[config.mk]
export PLATFORM = sky130hd
export DESIGN_NAME = pipe_ctrl
export DESIGN_NICKNAME = d
export VERILOG_FILES = /design/src/rtl/pipe_ctrl_pkg.sv /design/src/rtl/pipe_ctrl_perf.sv /design/src/rtl/pipe_ctrl.sv
export SDC_FILE = /design/constraint.sdc
export NUM_CORES = 1
export LEC_CHECK = 0
export ABC_AREA = 0
export BUFFER_PORTS_ARGS = -buffer_cell sky130_fd_sc_hd__buf_2
export CAP_MARGIN = 30
export CORE_ASPECT_RATIO = 0.6
export CORE_MARGIN = 2
export CORE_UTILIZATION = 49
export CTS_CLUSTER_SIZE = 28
export DETAILED_ROUTE_END_ITERATION = 10
export GPL_ROUTABILITY_DRIVEN = 1
export GPL_TIMING_DRIVEN = 0
export PLACE_DENSITY = 0.88
export SKIP_CTS_REPAIR_TIMING = 1
export SLEW_MARGIN = 10
export SYNTH_ARGS = -nofsm -noshare
export SYNTH_HDL_FRONTEND = slang
export SYNTH_HIERARCHICAL = 1
export SYNTH_SLANG_ARGS = --single-unit
[constraint.sdc]
create_clock -name clk -period 1.9 [get_ports clk]
set_input_delay 0.19 -clock clk [delete_from_list [all_inputs] [get_ports clk]]
set_output_delay 0.19 -clock clk [all_outputs]
set_load 0.005 [all_outputs]
[src/rtl/pipe_ctrl_pkg.sv]
// Shared definitions for the pipeline stall/flush controller: stop levels,
// stall-bit indices, stall patterns, FSM encodings and the priority encoder
// that turns per-stage requests into a stall vector.
package pipe_ctrl_pkg;

   localparam logic        Stop     = 1'b1;
   localparam logic        NoStop   = 1'b0;
   localparam logic [31:0] ZeroWord = 32'h0000_0000;

   // Stall vector bit positions, one per pipeline stage
   localparam int STALL_PC  = 0;
   localparam int STALL_IF  = 1;
   localparam int STALL_ID  = 2;
   localparam int STALL_EX  = 3;
   localparam int STALL_MEM = 4;
   localparam int STALL_WB  = 5;

   // Freeze patterns: every stage up to and including the requester stops
   localparam logic [5:0] STALL_PAT_MEM  = 6'b011111;
   localparam logic [5:0] STALL_PAT_EX   = 6'b001111;
   localparam logic [5:0] STALL_PAT_ID   = 6'b000111;
   localparam logic [5:0] STALL_PAT_IF   = 6'b000011;
   localparam logic [5:0] STALL_PAT_NONE = 6'b000000;

   typedef enum logic [1:0] {
      PCTRL_RUN   = 2'd0,
      PCTRL_PEND  = 2'd1,
      PCTRL_FLUSH = 2'd2
   } pctrl_state_e;

   // Highest (latest) stage with a request decides the freeze pattern
   function automatic logic [5:0] stall_pattern(input logic req_if,
                                                input logic req_id,
                                                input logic req_ex,
                                                input logic req_mem);
      logic [5:0] pat;
      if (req_mem)      pat = STALL_PAT_MEM;
      else if (req_ex)  pat = STALL_PAT_EX;
      else if (req_id)  pat = STALL_PAT_ID;
      else if (req_if)  pat = STALL_PAT_IF;
      else              pat = STALL_PAT_NONE;
      return pat;
   endfunction

endpackage

[src/rtl/pipe_ctrl_perf.sv]
// Performance counters for the pipeline controller: cycles each stall source
// wins, and number of redirects that started a flush. Counters wrap.
module pipe_ctrl_perf
   import pipe_ctrl_pkg::*;
(
   input  logic        clk,
   input  logic        rst,
   input  logic [5:0]  stall_i,
   input  logic        flush_start_i,
   output logic [31:0] perf_stall_if_o,
   output logic [31:0] perf_stall_id_o,
   output logic [31:0] perf_stall_ex_o,
   output logic [31:0] perf_stall_mem_o,
   output logic [31:0] perf_flush_o
);

   logic [31:0] cnt_if_q, cnt_id_q, cnt_ex_q, cnt_mem_q, cnt_flush_q;

   // Decode the winning source from the final pattern and count it
   always_ff @(posedge clk or negedge rst) begin
      if (!rst) begin
         cnt_if_q    <= '0;
         cnt_id_q    <= '0;
         cnt_ex_q    <= '0;
         cnt_mem_q   <= '0;
         cnt_flush_q <= '0;
      end else begin
         if (stall_i == STALL_PAT_IF)  cnt_if_q  <= cnt_if_q + 32'd1;
         if (stall_i == STALL_PAT_ID)  cnt_id_q  <= cnt_id_q + 32'd1;
         if (stall_i == STALL_PAT_EX)  cnt_ex_q  <= cnt_ex_q + 32'd1;
         if (stall_i == STALL_PAT_MEM) cnt_mem_q <= cnt_mem_q + 32'd1;
         if (flush_start_i)            cnt_flush_q <= cnt_flush_q + 32'd1;
      end
   end

   assign perf_stall_if_o  = cnt_if_q;
   assign perf_stall_id_o  = cnt_id_q;
   assign perf_stall_ex_o  = cnt_ex_q;
   assign perf_stall_mem_o = cnt_mem_q;
   assign perf_flush_o     = cnt_flush_q;

endmodule

[src/rtl/pipe_ctrl.sv]
// Pipeline stall/flush controller for the 6-stage core.
// Merges stage stall requests, sequences redirects into flush pulses
// (deferring them while ex is frozen) and runs a stall watchdog.
// Optional build macro PIPE_CTRL_PERF_EN adds 32-bit performance counters.
module pipe_ctrl
   import pipe_ctrl_pkg::*;
#(
   parameter int FLUSH_CYCLES = 1,     // 1..3
   parameter int WDOG_MAX     = 1024,
   parameter int WDOG_W       = 11     // 2**WDOG_W > WDOG_MAX
)(
   input  logic        clk,
   input  logic        rst,
   input  logic        stallreq_if,
   input  logic        stallreq_id,
   input  logic        stallreq_ex,
   input  logic        stallreq_mem,
   input  logic        branch_flag,
   input  logic [31:0] branch_target,
   output logic [5:0]  stall,
   output logic        flush,
   output logic [31:0] new_pc,
   input  logic        wdog_clr,
   output logic        wdog_err
`ifdef PIPE_CTRL_PERF_EN
   ,
   output logic [31:0] perf_stall_if,
   output logic [31:0] perf_stall_id,
   output logic [31:0] perf_stall_ex,
   output logic [31:0] perf_stall_mem,
   output logic [31:0] perf_flush
`endif
);

   localparam logic [1:0]        FLUSH_LOAD = 2'(FLUSH_CYCLES);
   localparam logic [WDOG_W-1:0] WDOG_TERM  = WDOG_W'(WDOG_MAX);
   localparam logic [WDOG_W-1:0] WDOG_LAST  = WDOG_W'(WDOG_MAX - 1);

   pctrl_state_e      state_q;
   logic              flush_q;
   logic [31:0]       new_pc_q;
   logic [1:0]        fcnt_q;
   logic [WDOG_W-1:0] wdog_cnt_q, wdog_cnt_d;
   logic              wdog_err_q, wdog_err_d;
   logic [5:0]        stall_vec;

   // Final stall vector: flush squashes the front end, but a mem stall must
   // still freeze everything; reset holds the vector at zero.
   always_comb begin
      stall_vec = stall_pattern(stallreq_if, stallreq_id, stallreq_ex, stallreq_mem);
      if (!rst)
         stall_vec = STALL_PAT_NONE;
      else if (flush_q && !stallreq_mem)
         stall_vec = STALL_PAT_NONE;
   end

   // Redirect sequencer: accept, defer while ex is frozen, then flush
   always_ff @(posedge clk or negedge rst) begin
      if (!rst) begin
         state_q  <= PCTRL_RUN;
         flush_q  <= 1'b0;
         new_pc_q <= ZeroWord;
         fcnt_q   <= 2'd0;
      end else begin
         case (state_q)
            PCTRL_RUN: begin
               if (branch_flag) begin
                  new_pc_q <= branch_target;
                  if (stall_vec[STALL_EX] == NoStop) begin
                     state_q <= PCTRL_FLUSH;
                     flush_q <= 1'b1;
                     fcnt_q  <= FLUSH_LOAD;
                  end else begin
                     state_q <= PCTRL_PEND;
                  end
               end
            end
            PCTRL_PEND: begin
               // Repeated branch_flag here is the same frozen instruction
               if (stall_vec[STALL_EX] == NoStop) begin
                  state_q <= PCTRL_FLUSH;
                  flush_q <= 1'b1;
                  fcnt_q  <= FLUSH_LOAD;
               end
            end
            PCTRL_FLUSH: begin
               // branch_flag here comes from a squashed instruction
               if (fcnt_q == 2'd1) begin
                  state_q <= PCTRL_RUN;
                  flush_q <= 1'b0;
                  fcnt_q  <= 2'd0;
               end else begin
                  fcnt_q <= fcnt_q - 2'd1;
               end
            end
            default: begin
               state_q <= PCTRL_RUN;
               flush_q <= 1'b0;
               fcnt_q  <= 2'd0;
            end
         endcase
      end
   end

   // Watchdog next state: count consecutive stalled cycles, saturate at the
   // terminal count and set the sticky flag; clear has priority.
   always_comb begin
      wdog_cnt_d = wdog_cnt_q;
      wdog_err_d = wdog_err_q;
      if (wdog_clr) begin
         wdog_cnt_d = '0;
         wdog_err_d = 1'b0;
      end else if (stall_vec == STALL_PAT_NONE) begin
         wdog_cnt_d = '0;
      end else if (wdog_cnt_q != WDOG_TERM) begin
         wdog_cnt_d = wdog_cnt_q + 1'b1;
         if (wdog_cnt_q == WDOG_LAST)
            wdog_err_d = 1'b1;
      end
   end

   // Watchdog registers
   always_ff @(posedge clk or negedge rst) begin
      if (!rst) begin
         wdog_cnt_q <= '0;
         wdog_err_q <= 1'b0;
      end else begin
         wdog_cnt_q <= wdog_cnt_d;
         wdog_err_q <= wdog_err_d;
      end
   end

   assign stall    = stall_vec;
   assign flush    = flush_q;
   assign new_pc   = new_pc_q;
   assign wdog_err = wdog_err_q;

`ifdef PIPE_CTRL_PERF_EN
   logic flush_start;

   // A redirect is accepted when the FSM is about to enter FLUSH
   always_comb begin
      flush_start = 1'b0;
      if (rst && stall_vec[STALL_EX] == NoStop) begin
         if (state_q == PCTRL_PEND)
            flush_start = 1'b1;
         else if (state_q == PCTRL_RUN && branch_flag)
            flush_start = 1'b1;
      end
   end

   pipe_ctrl_perf u_perf (
      .clk              (clk),
      .rst              (rst),
      .stall_i          (stall_vec),
      .flush_start_i    (flush_start),
      .perf_stall_if_o  (perf_stall_if),
      .perf_stall_id_o  (perf_stall_id),
      .perf_stall_ex_o  (perf_stall_ex),
      .perf_stall_mem_o (perf_stall_mem),
      .perf_flush_o     (perf_flush)
   );
`endif

endmodule

==> results of run 1 <==
final timing paths:
kind / end / slack, ns / from
min: wdog_err / 0.10 / wdog_clr
min reg2reg: new_pc[21] / 0.49 / new_pc[21]
min in group asynchronous: new_pc[3] / 0.49 / rst
max: stall[1] / 0.17 / flush
max in group asynchronous: new_pc[11] / 1.25 / rst
max reg2reg: new_pc[6] / 0.32 / state_q[1]
Yosys cell counts (2+ instances only):
library cell,n
xnor2_1,4
nor4_1,2
ha_1,3
o21a_1,3
mux2_1,2
buf_6,3
dfrtp_1,49
mux2_2,31
nand3b_1,2
nor2_1,16
or2b_2,2
nand3_1,3
nand2_1,7
inv_1,6
nand4_1,2
o31ai_1,2
buf_4,2
xor2_1,5
nor3_1,2
sequential cells by signal, indices dropped and copies added, names as in the netlist:
signal,count
wdog_cnt_q,11
fcnt_q,2
state_q,2
wdog_err,1
new_pc,32
flush,1
critical path: stages, from the launching register on:
cell and delay, ns:
dfrtp_1 0.44, or2b_2 0.35, and3_2 0.23, buf_4 0.12
buf_2 0.11
logic make-up (layout without fill, tap and decap cells):
| kind of cell | count (synthesis) | after routing | share of synthesized area (%) |
|---|---|---|---|
| flip-flops | 49 | 49 | 56.94 |
| AND/OR/NAND/NOR | 48 | 48 | 13.31 |
| multiplexers | 34 | 34 | 17.72 |
| buffers and inverters | 12 | 101 | 3.544 |
| AO/OA/AOI/OAI | 9 | 9 | 2.905 |
| XOR/XNOR | 9 | 9 | 3.660 |
| adder cells (fa/ha/maj) | 3 | 3 | 1.743 |
| other | 1 | 1 | 0.1742 |
cell type report:
cell class	count	area share [%]
Buffer	6	1.946
Clock buffer	6	2.986
Clock inverter	2	0.4977
Inverter	6	0.8145
Multi-Input combinational cell	104	30.77
Sequential cell	49	44.34
Tap cell	60	2.715
Timing Repair Buffer	81	15.93
where the power goes:
part	leakage, nW	internal (W)	switching, W
sequential	0.604	0.00144	0.000197
combinational	0.660	0.000747	0.000489
clock	0.0512	0.000295	0.000333
metrics by stage:
stage	instance area [um^2]	cells	TNS, ns
after global placement	2619	303	-1.370
final	2765	314	0
after detailed placement	2639	304	0
after floorplan	2153	165	0
after CTS	2735	312	0
after global routing	2765	314	0
per-layer routing:
layer | track usage [%] | wire (um) | share of wire (%) | vias to the layer above
met5 | 0 | 0 | 0 | -
met1 | 23.36 | 1905 | 50 | 694
met2 | 23.84 | 1609 | 42 | 58
met4 | 7.676 | 59 | 1.5 | 0
met3 | 5.082 | 274 | 7.1 | 5
li1 | - | - | - | 740
==> results.md, run 1 <==
* Outcome: finished clean
* # port buffers at slightly below 80
* Vias at roughly 1,500
* Mapped Cells at between 150 and 200
* Clk sinks at 49
* Largest net degree at the start of global routing at 31
* Worst-path clk slew at 0.08 ns
* CTS tree: built
* Final setup violating endpoints at 0
* Multi-input gate area at around 850 um^2
* Remaining DRCs at 0
* First-pass GRT wire length at ~6300 um
* Initial antenna violation count at 0
* Final wirelength at roughly 3800 um
* R2R cell count at 4
* Top post-synthesis cells by area: dfrtp_1 (57%), mux2_2 (16%), nor2_1 (2.8%)
* Maximum VDD drop at between 700 and 800 uV
* Cell Pwr Density at roughly 1300 nW/um^2
* Total track usage at approximately 17%
* Skew final at around 0.0086 ns
* Syn_area_per_cell at 13.05 um^2
* Crit path kind: register to primary output
* Critical Path RT at ~1.7 ns
* FF+latch count, synth at 49
* Post-synth top flop: dfrtp_1
* Final hold violation count at 0
* Vias in the first global route at 1,412
* Synth cell types at 38
* Max_cap viols at 0
* Nature of the critical path endpoint: primary output
* Cell taking the most area after synthesis: dfrtp_1
* Reg area at about 1200 um^2
* Sequential-to-total area share from yosys stat at between 50% and 60%
* Vias/cell at about 4.8
* Worst min path class: primary input to register
* EDFF count, synth at 0
* Mapped cell area at 2153 um^2
* GRT Residual Overflow at 0
* Worst Slack Setup Final at about 0.17 ns
* DP Worst Slack at 0.1580 ns
* I/O pins at 80
* Die Y at roughly 55 um
* Critical Path AT at 1.54 ns
* Share of flip-flops with an asynchronous set or reset at 100.0%
* Net Count, Synth at around 210
* DRT antenna net count at 0
* Total CTS buffers at 5
* Top cell type's share of synthesized area at 56.94%
* RSZ-0062 raised after global routing: no
* Final max-slew violation count at 0
* Area delta synth->final at 28.41%
* Final Power at 0.003499 W
* Die width at about 90 um
* CTS Root Cell: clkbuf_8
* Initial DRC count at 44
* Initial Utilization at between 50% and 60%
* Diode count at 0
* Final Util at about 66%
* Final hold slack at 0.1031 ns
* WHS Path Cells at 2
* Commonest non-fill, non-tap cells in the layout: buf_2 (79), dfrtp_1 (49), mux2_2 (31)
* Clk_lat worst skew at 0.30 ns
* Commonest non-fill, non-tap cell in the layout: buf_2
* Max Fclk at about 580 MHz
* Htree depth at 2
* DR WL/cell at ~12 um
* Max Buffers Root-to-Sink at 2
* Site Rows at 18
* Detailed placer's ending HPWL at a little under 3000 um
* Fin crit period at around 1.7 ns
* Layout cell share with drive strength beyond 1 at a little over half
* Crit path launch type: register
* Die Area at approximately 5000 um^2
* Fillers at ~330
* Final worst path period share at 91.18%
* Post-layout nets at 296
* Pleak at 1.315 nW
* Yosys warns at 6
* Core area at around 4200 um^2
* Crit Path Max Fanout at 6
* Gp weighted congestion at about 0.8
* First-pass DRT Iterations at 4
No activity file was read; power rests on OpenSTA's default activity.
==> run 2, diff against run 1 <==
--- a/config.mk
+++ b/config.mk
@@ -10,12 +10,12 @@
 export CAP_MARGIN = 30
 export CORE_ASPECT_RATIO = 0.6
 export CORE_MARGIN = 2
-export CORE_UTILIZATION = 49
+export CORE_UTILIZATION = 48
 export CTS_CLUSTER_SIZE = 28
 export DETAILED_ROUTE_END_ITERATION = 10
 export GPL_ROUTABILITY_DRIVEN = 1
 export GPL_TIMING_DRIVEN = 0
-export PLACE_DENSITY = 0.88
+export PLACE_DENSITY = 0.86
 export SKIP_CTS_REPAIR_TIMING = 1
 export SLEW_MARGIN = 10
 export SYNTH_ARGS = -nofsm -noshare
==> results.md, run 2 (synthesized netlist as in run 1, its figures left out) <==
* Max_cap viols at 0 (unchanged)
* DR WL/cell at 12.47 um (was 12.25 um)
* Worst reg2reg startpoint: wdog_cnt_q[0] (was state_q[1])
* Gp weighted congestion at 0.7763 (was 0.8042)
* Critical Path RT at 1.71 ns (about the same)
* Worst-path clk slew at 0.08 ns (about the same)
* Sequential share of power at 45.3% (was 46.7%)
* Crit Path Max Fanout at 6 (unchanged)
* Clk_lat worst skew at 0.29 ns (was 0.30 ns)
* Total track usage at 15.78% (was 16.74%)
* Final Power at 0.003602 W (was 0.003499 W)
* Fin area at 2789 um^2 (was 2765 um^2)
* I/O pins at 80 (unchanged)
* Initial Utilization at 51.13% (was 51.68%)
* Initial DRC count at 73 (was 44)
* First-pass DRT Iterations at 5 (was 4)
* Max Buffers Root-to-Sink at 2 (unchanged)
* Die Area at 5055 um^2 (was 4958 um^2)
* # port buffers at 78 (unchanged)
* Core area at 4212 um^2 (was 4167 um^2)
* Commonest non-fill, non-tap cells in the layout: buf_2 (79), dfrtp_1 (49), mux2_2 (31) (unchanged)
* Detailed placer's ending HPWL at 2927 um (was 2921 um)
* Vias in the first global route at 1,462 (was 1,412)
* Initial antenna violation count at 0 (unchanged)
* Fin crit period at 1.733 ns (was 1.732 ns)
* CTS tree: built (unchanged)
* DP Area at 2646 um^2 (was 2639 um^2)
* Worst Slack Setup Final at 0.1674 ns (was 0.1676 ns)
* Final hold violation count at 0 (unchanged)
* Internal cell power at 0.002582 W (was 0.002481 W)
* Switching Share at 28.32% (was 29.11%)
* Largest net degree at the start of global routing at 31 (unchanged)
* Layout cell share with drive strength beyond 1 at 52.36% (unchanged)
* Crit path launch type: register (unchanged)
* Vias at 1,534 (was 1,497)
* Clk sinks at 49 (unchanged)
* Worst min path class: primary input to register (unchanged)
* Die width at 90.47 um (was 89.58 um)
* Reg2reg setup slack at 0.33 ns (was 0.32 ns)
* Pleak at 1.326 nW (was 1.315 nW)
* Fillers at 348 (was 333)
* Skew final at 0.007893 ns (was 0.008572 ns)
* Nature of the critical path endpoint: primary output (unchanged)
* Commonest non-fill, non-tap cell in the layout: buf_2 (unchanged)
* Final max-slew violation count at 0 (unchanged)
* DRT antenna net count at 0 (unchanged)
* Net Switching at 0.001020 W (was 0.001019 W)
* Comb pwr share at 34.5% (was 35.3%)
* Total CTS buffers at 5 (unchanged)
* Maximum VDD drop at 849.5 uV (was 782.0 uV)
* GRT Residual Overflow at 0 (unchanged)
* Cell Pwr Density at 1291 nW/um^2 (was 1266 nW/um^2)
* Htree depth at 2 (unchanged)
* CTS Root Cell: clkbuf_8 (unchanged)
* Die Y at 55.88 um (was 55.35 um)
* Crit path kind: register to primary output (unchanged)
* Reg-to-Reg End: wdog_cnt_q[9] (was new_pc[6])
* Vias/cell at 4.885 (was 4.768)
* Critical Path AT at 1.54 ns (about the same)
* Outcome: finished clean (unchanged)
* Max Fclk at 577.2 MHz (about the same)
* RSZ-0062 raised after global routing: no (unchanged)
* Site Rows at 18 (unchanged)
* Clk pwr share at 20.2% (was 17.9%)
* Remaining DRCs at 0 (unchanged)
* R2R cell count at 6 (was 4)
* Final worst path period share at 91.19% (was 91.18%)
* Diode count at 0 (unchanged)
* End of the critical path: stall[1] (unchanged)
* First-pass GRT wire length at 6417 um (was 6348 um)
* Area delta synth->final at 29.52% (was 28.41%)
* Max FFs per register at 32 (unchanged)
* DP Worst Slack at 0.1062 ns (was 0.1580 ns)
* Final hold slack at 0.1162 ns (was 0.1031 ns)
* Post-layout nets at 296 (unchanged)
* Setup TNS at 0 ns (unchanged)
* Final setup violating endpoints at 0 (unchanged)
* Critical path startpoint: flush (unchanged)
* Final wirelength at 3917 um (was 3848 um)
-- run 2: changes by cell type in the layout (fill, tap and decap cells not counted) --
| cell | change |
|---|---|
| bufinv_16 | +1 |
| buf_16 | +1 |
| clkinv_4 | -1 |
| buf_12 | -1 |
| clkbuf_8 | -1 |
| inv_6 | +1 |
-- run 2: final cells by class --
type | instances | area, um^2 | area share (%)
Sequential cell | 49 | 1226 | 43.97
Multi-Input combinational cell | 104 | 850.8 | 30.51
Timing Repair Buffer | 81 | 447.9 | 16.06
Tap cell | 60 | 75.07 | 2.692
Clock buffer | 5 | 68.82 | 2.467
Buffer | 6 | 53.80 | 1.929
Clock inverter | 3 | 43.79 | 1.570
Inverter | 6 | 22.52 | 0.8075
-- run 2: per-layer routing --
metal,routed length (um),vias up,track usage [%]
met3,302,2,5.014
met2,1715,69,24.73
met5,0,-,0
met1,1872,716,21.52
met4,27,0,3.956
li1,-,747,-
-- run 2: critical path, cell delays in order, from the launching register on --
cell     delay, ns
dfrtp_1       0.44
or2b_2        0.35
and3_2        0.23
buf_4         0.12
buf_2         0.11
-- run 2: power groups by stage --
stage	clock network [W]	logic (W)	registers [W]
detailed placement	0	0.00125	0.00166
global placement	0	0.00123	0.00163
floorplan	0	0.000670	0.00169
finish	0.000726	0.00124	0.00163
CTS	0.000752	0.00126	0.00164
global route	0.000789	0.00137	0.00169
-- run 2: worst min-delay path by stage --
stage                 startpoint       endpoint  slack (ns)  cells after the start
3_3_place_gp            wdog_clr       wdog_err        0.41                      2
6_report                wdog_clr       wdog_err        0.12                      2
5_1_grt        branch_target[19]     new_pc[19]        0.11                      2
3_5_place_dp                 rst      fcnt_q[0]        0.27                      1
4_1_cts                      rst  wdog_cnt_q[4]       -0.05                      1
2_1_floorplan                rst      fcnt_q[0]       -0.11                      0
-- run 2: metrics by stage --
stage | std cells | utilization [%]
final | 314 | 66.22
after floorplan | 165 | -
after detailed placement | 304 | 62.83
after global placement | 303 | 62.18
after CTS | 312 | 65.51
after global routing | 314 | 66.22
